File: src/rtl/add32_share_ctrl.sv
// 32-bit add/subtract for two requesters, computed in two halves on a shared
// external 16-bit adder. One transaction at a time, round-robin arbitration.
module add32_share_ctrl (
  input  logic        clk,
  input  logic        rst_n,
  input  logic [1:0]  req_valid,
  input  logic [31:0] req_a0,
  input  logic [31:0] req_b0,
  input  logic [31:0] req_a1,
  input  logic [31:0] req_b1,
  input  logic [1:0]  req_sub,
  output logic [1:0]  req_ready,
  output logic [15:0] add_a,
  output logic [15:0] add_b,
  output logic        add_cin,
  input  logic [15:0] add_sum,
  input  logic        add_cout,
  output logic        rsp_valid,
  input  logic        rsp_ready,
  output logic        rsp_id,
  output logic [31:0] rsp_sum,
  output logic        rsp_cout,
  output logic        rsp_ovf
);

  typedef enum logic [1:0] {IDLE, LO, HI, DONE} state_t;

  state_t      state_q, state_d;
  logic        ptr_q, ptr_d;
  logic [31:0] op_a_q, op_a_d;
  logic [31:0] op_b_q, op_b_d;
  logic        sub_q, sub_d;
  logic        carry_q, carry_d;
  logic        rsp_id_q, rsp_id_d;
  logic [31:0] rsp_sum_q, rsp_sum_d;
  logic        rsp_cout_q, rsp_cout_d;
  logic        rsp_ovf_q, rsp_ovf_d;
  logic [1:0]  grant;
  logic        accept;
  logic        win_id;

  // One-hot grant; on contention the pointer picks the winner.
  always_comb begin
    grant = 2'b00;
    if (state_q == IDLE) begin
      unique case (req_valid)
        2'b01:   grant = 2'b01;
        2'b10:   grant = 2'b10;
        2'b11:   grant = ptr_q ? 2'b10 : 2'b01;
        default: grant = 2'b00;
      endcase
    end
  end

  assign accept = |grant;
  assign win_id = grant[1];

  always_ff @(posedge clk or negedge rst_n) begin
    if (!rst_n) begin
      state_q    <= IDLE;
      ptr_q      <= 1'b0;
      op_a_q     <= '0;
      op_b_q     <= '0;
      sub_q      <= 1'b0;
      carry_q    <= 1'b0;
      rsp_id_q   <= 1'b0;
      rsp_sum_q  <= '0;
      rsp_cout_q <= 1'b0;
      rsp_ovf_q  <= 1'b0;
    end else begin
      state_q    <= state_d;
      ptr_q      <= ptr_d;
      op_a_q     <= op_a_d;
      op_b_q     <= op_b_d;
      sub_q      <= sub_d;
      carry_q    <= carry_d;
      rsp_id_q   <= rsp_id_d;
      rsp_sum_q  <= rsp_sum_d;
      rsp_cout_q <= rsp_cout_d;
      rsp_ovf_q  <= rsp_ovf_d;
    end
  end

  always_comb begin
    state_d = state_q;
    unique case (state_q)
      IDLE:    if (accept) state_d = LO;
      LO:      state_d = HI;
      HI:      state_d = DONE;
      DONE:    if (rsp_ready) state_d = IDLE;
      default: state_d = IDLE;
    endcase
  end

  // Operand capture and per-half result accumulation.
  always_comb begin
    ptr_d      = ptr_q;
    op_a_d     = op_a_q;
    op_b_d     = op_b_q;
    sub_d      = sub_q;
    carry_d    = carry_q;
    rsp_id_d   = rsp_id_q;
    rsp_sum_d  = rsp_sum_q;
    rsp_cout_d = rsp_cout_q;
    rsp_ovf_d  = rsp_ovf_q;
    unique case (state_q)
      IDLE: begin
        if (accept) begin
          ptr_d    = ~win_id;
          sub_d    = req_sub[win_id];
          rsp_id_d = win_id;
          op_a_d   = win_id ? req_a1 : req_a0;
          op_b_d   = win_id ? req_b1 : req_b0;
          if (req_sub[win_id]) op_b_d = ~op_b_d;
        end
      end
      LO: begin
        rsp_sum_d[15:0] = add_sum;
        carry_d         = add_cout;
      end
      HI: begin
        rsp_sum_d[31:16] = add_sum;
        rsp_cout_d       = add_cout;
        rsp_ovf_d        = (op_a_q[31] == op_b_q[31]) && (add_sum[15] != op_a_q[31]);
      end
      default: ;
    endcase
  end

  always_comb begin
    add_a   = 16'h0000;
    add_b   = 16'h0000;
    add_cin = 1'b0;
    unique case (state_q)
      LO: begin
        add_a   = op_a_q[15:0];
        add_b   = op_b_q[15:0];
        add_cin = sub_q;
      end
      HI: begin
        add_a   = op_a_q[31:16];
        add_b   = op_b_q[31:16];
        add_cin = carry_q;
      end
      default: ;
    endcase
  end

  assign req_ready = grant;
  assign rsp_valid = (state_q == DONE);
  assign rsp_id    = rsp_id_q;
  assign rsp_sum   = rsp_sum_q;
  assign rsp_cout  = rsp_cout_q;
  assign rsp_ovf   = rsp_ovf_q;

endmodule

File: config.mk
export PLATFORM = sky130hd
export DESIGN_NAME = add32_share_ctrl
export DESIGN_NICKNAME = d
export VERILOG_FILES = /design/src/rtl/add32_share_ctrl.sv
export SDC_FILE = /design/constraint.sdc
export NUM_CORES = 1
export LEC_CHECK = 0
export ABC_AREA = 1
export CORE_ASPECT_RATIO = 2
export CORE_MARGIN = 3
export CORE_UTILIZATION = 45
export CTS_CLUSTER_DIAMETER = 30
export CTS_CLUSTER_SIZE = 25
export DETAILED_ROUTE_END_ITERATION = 7
export DONT_BUFFER_PORTS = 1
export PLACE_DENSITY = 0.65
export SYNTH_ARGS = -nofsm -noshare
export SYNTH_HDL_FRONTEND = slang
export SYNTH_SLANG_ARGS = --single-unit
File: constraint.sdc
create_clock -name clk -period 1.9 [get_ports clk]
set_input_delay 0.095 -clock clk [delete_from_list [all_inputs] [get_ports clk]]
set_output_delay 0.095 -clock clk [all_outputs]
set_load 0.005 [all_outputs]
## Word-level counts from Yosys, hierarchy flattened

Index checks and enable logic that the tools add are counted.
W data, S select, Z words.

- Register bits after elaboration: 104
- Input port bits: 152
- Output and inout bits: 71
- Word-level logic and storage cells: 43

- $lt $le $gt $ge: 1
- Equal/unequal tests: 10
- Mux-type cells: 14
- Bitwise logic cells: 2
- Reduce and logical (&&, ||, !) cells: 5

Operators with widths:

| cell | count |
|---|---|
| $mux W32 | 3 |
| $pmux W16 S2 | 2 |
| $not A32 Y32 | 1 |
| $eq A2 B2 Y1 const B | 4 |
| $mux W2 | 4 |
| $pmux W2 S4 | 1 |
| $pmux W2 S3 | 1 |
| $eq A2 B1 Y1 const B | 2 |
| $reduce_and A2 Y1 | 2 |
| $logic_not A2 Y1 | 1 |
| $lt A1 B2 Y1 const B | 1 |
| $mux W1 | 2 |
| $ne A2 B1 Y1 const B | 1 |
| $ne A2 B2 Y1 const B | 1 |
| $pmux W1 S2 | 1 |
| $reduce_or A2 Y1 | 1 |
| $eq A1 B1 Y1 | 1 |
| $logic_and A1 B1 Y1 | 1 |
| $ne A1 B1 Y1 | 1 |
| $not A1 Y1 | 1 |

## Depth between registers and ports, before layout

- Depth after elaboration: 6
- Gate-level depth with buffers: 12
- Depth with buffers taken out: 10

## Worst setup path before layout

OpenSTA, ideal clock, no wires.

- Path type: flip-flop to flip-flop
- From: register state_q[0]
- To: register op_b_q[24]
- Setup time: 0.118 ns
- Arrival time: 1.412 ns
- Data required time: 1.782 ns
- Setup slack: 0.370 ns
- Cell stages (with the launch flop): 11
- Buffers on the path: 1
- Clock period less this slack: 1.530 ns
- Path through: dfrtp_1 -> inv_1 -> ha_1 -> nand2_1 -> inv_2 -> clkbuf_1 -> nand3_1 -> nand2_1 -> nand2_1 -> nand3_1 -> nand2_1

- Word-level cells in the longest chain between the ends: 5
- Elaborated cells between the ends (all ways): 9
- Classes of those cells: mux: 5; bitwise: 1; reduce/logical: 3

Ends and longest elaborated chain:

| element | RTL line | source |
|---|---|---|
| start: declaration | 28 | `state_t state_q, state_d;` |
| start signal: assignment | 71 | `state_q <= state_d;` |
| $logic_not A2 Y1 (*) | 45, 106 |  |
| $mux W2 | 45 | `if (state_q == IDLE) begin` |
| $mux W1 (implied by the code) / $mux W32 (equally long branches) | 114, 113 |  |
| $mux W1 (implied by the code) / $not A32 Y32 (equally long branches) | 114 | `if (req_sub[win_id]) op_b_d = ~op_b_d;` |
| $mux W32 | 114 |  |
| end signal: assignment | 74 | `op_b_q <= op_b_d;` |
| end: declaration | 31 | `logic [31:0] op_b_q, op_b_d;` |

Every way passes the cells marked *; elsewhere a longest branch is shown, timed or not. The select of a mux whose other input is x is not followed.
A chain may end at the register's enable or synchronous reset.

## Final worst setup path

- From: register state_q[1]
- To: output port add_b[7]

- Word-level cells in the longest chain between the ends: 2
- Elaborated cells between the ends (all ways): 3
- Classes of those cells: eq/ne: 2; mux: 1

Ends and longest elaborated chain:

| element | RTL line | source |
|---|---|---|
| $eq A2 B2 Y1 / $eq A2 B1 Y1 (equally long branches) | 134 | `unique case (state_q)` |
| $pmux W16 S2 (*) | 134 |  |
| end: declaration | 14 | `output logic [15:0] add_b,` |

Every way passes the cells marked *; elsewhere a longest branch is shown, timed or not.

==> flow_summary.json <==
{
  "status": "complete, but fails checks",
  "violations": "negative hold slack",
  "drive_gt1_share_pct": 8.19,
  "dr.pass1.iters": 4,
  "clock-sinks": 104,
  "wl_mm": 18.4,
  "grtUsageTotal_pct": 24.0,
  "setup_viol": 0,
  "synth_seq_area_share_pct": 42.5,
  "layout_commonest_cell": "nand2_1",
  "dp_hpwl_mm": 12.4,
  "yosysWarnings": 0,
  "power_density_nw_per_um2": 1510,
  "dieArea_um2": 15100,
  "htreeDepth": 3,
  "cts_tree": "yes",
  "synth_nets": 1044,
  "die_width_um": 88.5,
  "grt_pass1_vias": 5847,
  "worst-setup-path-type": "reg2out",
  "cp-end-kind": "primary output",
  "synth_cell_types": 22,
  "yosysTopAreaCell": "dfrtp_1",
  "core_area_um2": 13100,
  "hp-class": "in2async",
  "area_growth_pct": 24.3,
  "viasPerCell": 5.29,
  "cts-buffers-inserted": 9,
  "num-nets-final": 1117,
  "stdcell_area_um2": 7610,
  "place_area_um2": 6370,
  "worstSetupStartpointType": "flip-flop",
  "vias": 5910,
  "synthTopCellsByArea": "dfrtp_1 (43%), nand2_1 (30%), nand3_1 (7.9%)",
  "gp_congestion": 0.805,
  "ant_nets": 0,
  "fin_worst_skew_ns": 0.0111,
  "grt_pass1_wl_mm": 28.2,
  "rows": 59,
  "crit_fanout": 7,
  "io_buffers": 0,
  "cp.required_ns": 1.80,
  "grt_max_degree": 105,
  "irDropWorstVdd_mv": 0.695,
  "crit_arrival_ns": 1.70,
  "worst_slew_pin_slew_ns": 0.336,
  "period_share_pct": 94.6,
  "path_clk_slew_ns": 0.08,
  "drv_cap": 0,
  "cts.path.max_buffers": 2,
  "clk_latency_ns": 0.35,
  "max_freq_ghz": 0.556,
  "final_core_util_pct": 57.9,
  "initial_core_util_pct": 46.6,
  "hold_viol_final": 104,
  "synth.avg_cell_area_um2": 6.90,
  "drtIter0Drc": 194,
  "slew_headroom_pct": 77.3,
  "root_buffer": "clkbuf_16",
  "drc_errors": 0,
  "synth_top_area_share_pct": 42.5,
  "post-route-min-period_ns": 1.80,
  "mostFrequentLayoutCells": "nand2_1 (483), dfrtp_1 (104), nand3_1 (97)",
  "rsz0062_at_grt": "yes",
  "io_pins": 223,
  "synth_cells": 887,
  "grt-ovfl-total": 0,
  "wire_per_inst_um": 16.5,
  "syn-cell-area_um2": 6120,
  "grt_antenna_before_repair": 0,
  "hold_buffers": 83,
  "chipHeight_um": 171,
  "fin_total_pwr_w": 0.0115,
  "whs_ns": -0.571,
  "slew_violations": 0,
  "leakagePower_nw": 3.87,
  "n_antenna_cell": 0,
  "ys_seq_elements": 104
}
-- per-layer routing --
layer  vias up  global-route usage [%]  share of wire, %
met2       225                    43.8                54
li1       2917                       -                 -
met4         0                    10.8               3.6
met5         -                       0                 0
met3        42                    5.06               6.7
met1      2726                    25.6                36
-- worst max-delay path: stages, from the launching register on --
cell and delay [ns]:
dfrtp_1 0.38, inv_1 0.14, ha_4 0.21, buf_12 0.12, nand2_1 0.12, a21oi_1 0.23, buf_4 0.15
-- where the power goes --
group	internal (W)	switching [W]
combinational	0.00229	0.00335
sequential	0.00332	0.000725
clock	0.000931	0.000897
total	0.00654	0.00497
-- repair_timing --
item,in CTS,in global routing
pin swaps,0,1
endpoints found under the hold margin,173,104
endpoints found under the setup margin,5,26
setup buffers,0,1
gates resized for setup,2,7
cloned,0,2
-- Yosys cell counts --
cell type	n
clkbuf_1	20
o21ai_1	1
inv_1	40
nand4_1	1
o21ai_0	4
inv_2	2
dfrtp_1	104
nand3_1	97
a21oi_2	1
buf_4	11
nand3b_1	33
clkinv_1	2
buf_2	21
nor2_1	2
ha_1	5
buf_6	5
nand2_2	2
o311ai_0	1
a21oi_1	34
buf_1	2
mux2_2	16
nand2_1	483
-- final cells by class --
type | instances | area [µm²]
Fill cell | 1215 | 5530
Multi-Input combinational cell | 680 | 3060
Sequential cell | 104 | 2600
Timing Repair Buffer | 121 | 1290
Clock buffer | 9 | 225
Tap cell | 152 | 190
Inverter | 44 | 170
Clock inverter | 7 | 73.8
-- sequential cells by signal, summed over array words and instances, names as in the netlist --
| register | count |
|---|---|
| rsp_cout | 1 |
| rsp_sum | 32 |
| state_q | 2 |
| sub_q | 1 |
| op_a_q | 32 |
| ptr_q | 1 |
| carry_q | 1 |
| rsp_ovf | 1 |
| rsp_id | 1 |
| op_b_q | 32 |
-- cell families after synthesis --
group / count (synthesis) / synth area share (%)
AO/OA/AOI/OAI: 41 / 3.47
adder cells (fa/ha/maj): 5 / 1.02
buffers and inverters: 103 / 8.03
flip-flops: 104 / 42.5
multiplexers: 16 / 2.94
AND/OR/NAND/NOR: 618 / 42.0
-- per-stage QoR --
step	setup slack (ns)	TNS, ns	instances
after floorplan	0.370	0	887
after global placement	0.217	0	1015
after detailed placement	0.114	0	1015
after CTS	0.0348	0	1114
after global routing	-0.0224	-0.0237	1117
final	0.102	0	1117
-- final timing paths --
check	startpoint	to	slack [ns]	cells past startpoint
setup / recovery	state_q[1]	add_b[7]	0.10	6
hold / removal	rst_n	rsp_sum[21]	-0.57	0
hold reg to reg	op_b_q[0]	op_b_q[0]	0.48	2
setup reg to reg	state_q[0]	op_b_q[6]	0.14	11
max in group asynchronous	rst_n	op_a_q[29]	2.25	0
min in group clk	req_b0[11]	op_b_q[11]	0.02	5
No activity file was read; power rests on OpenSTA's default activity.
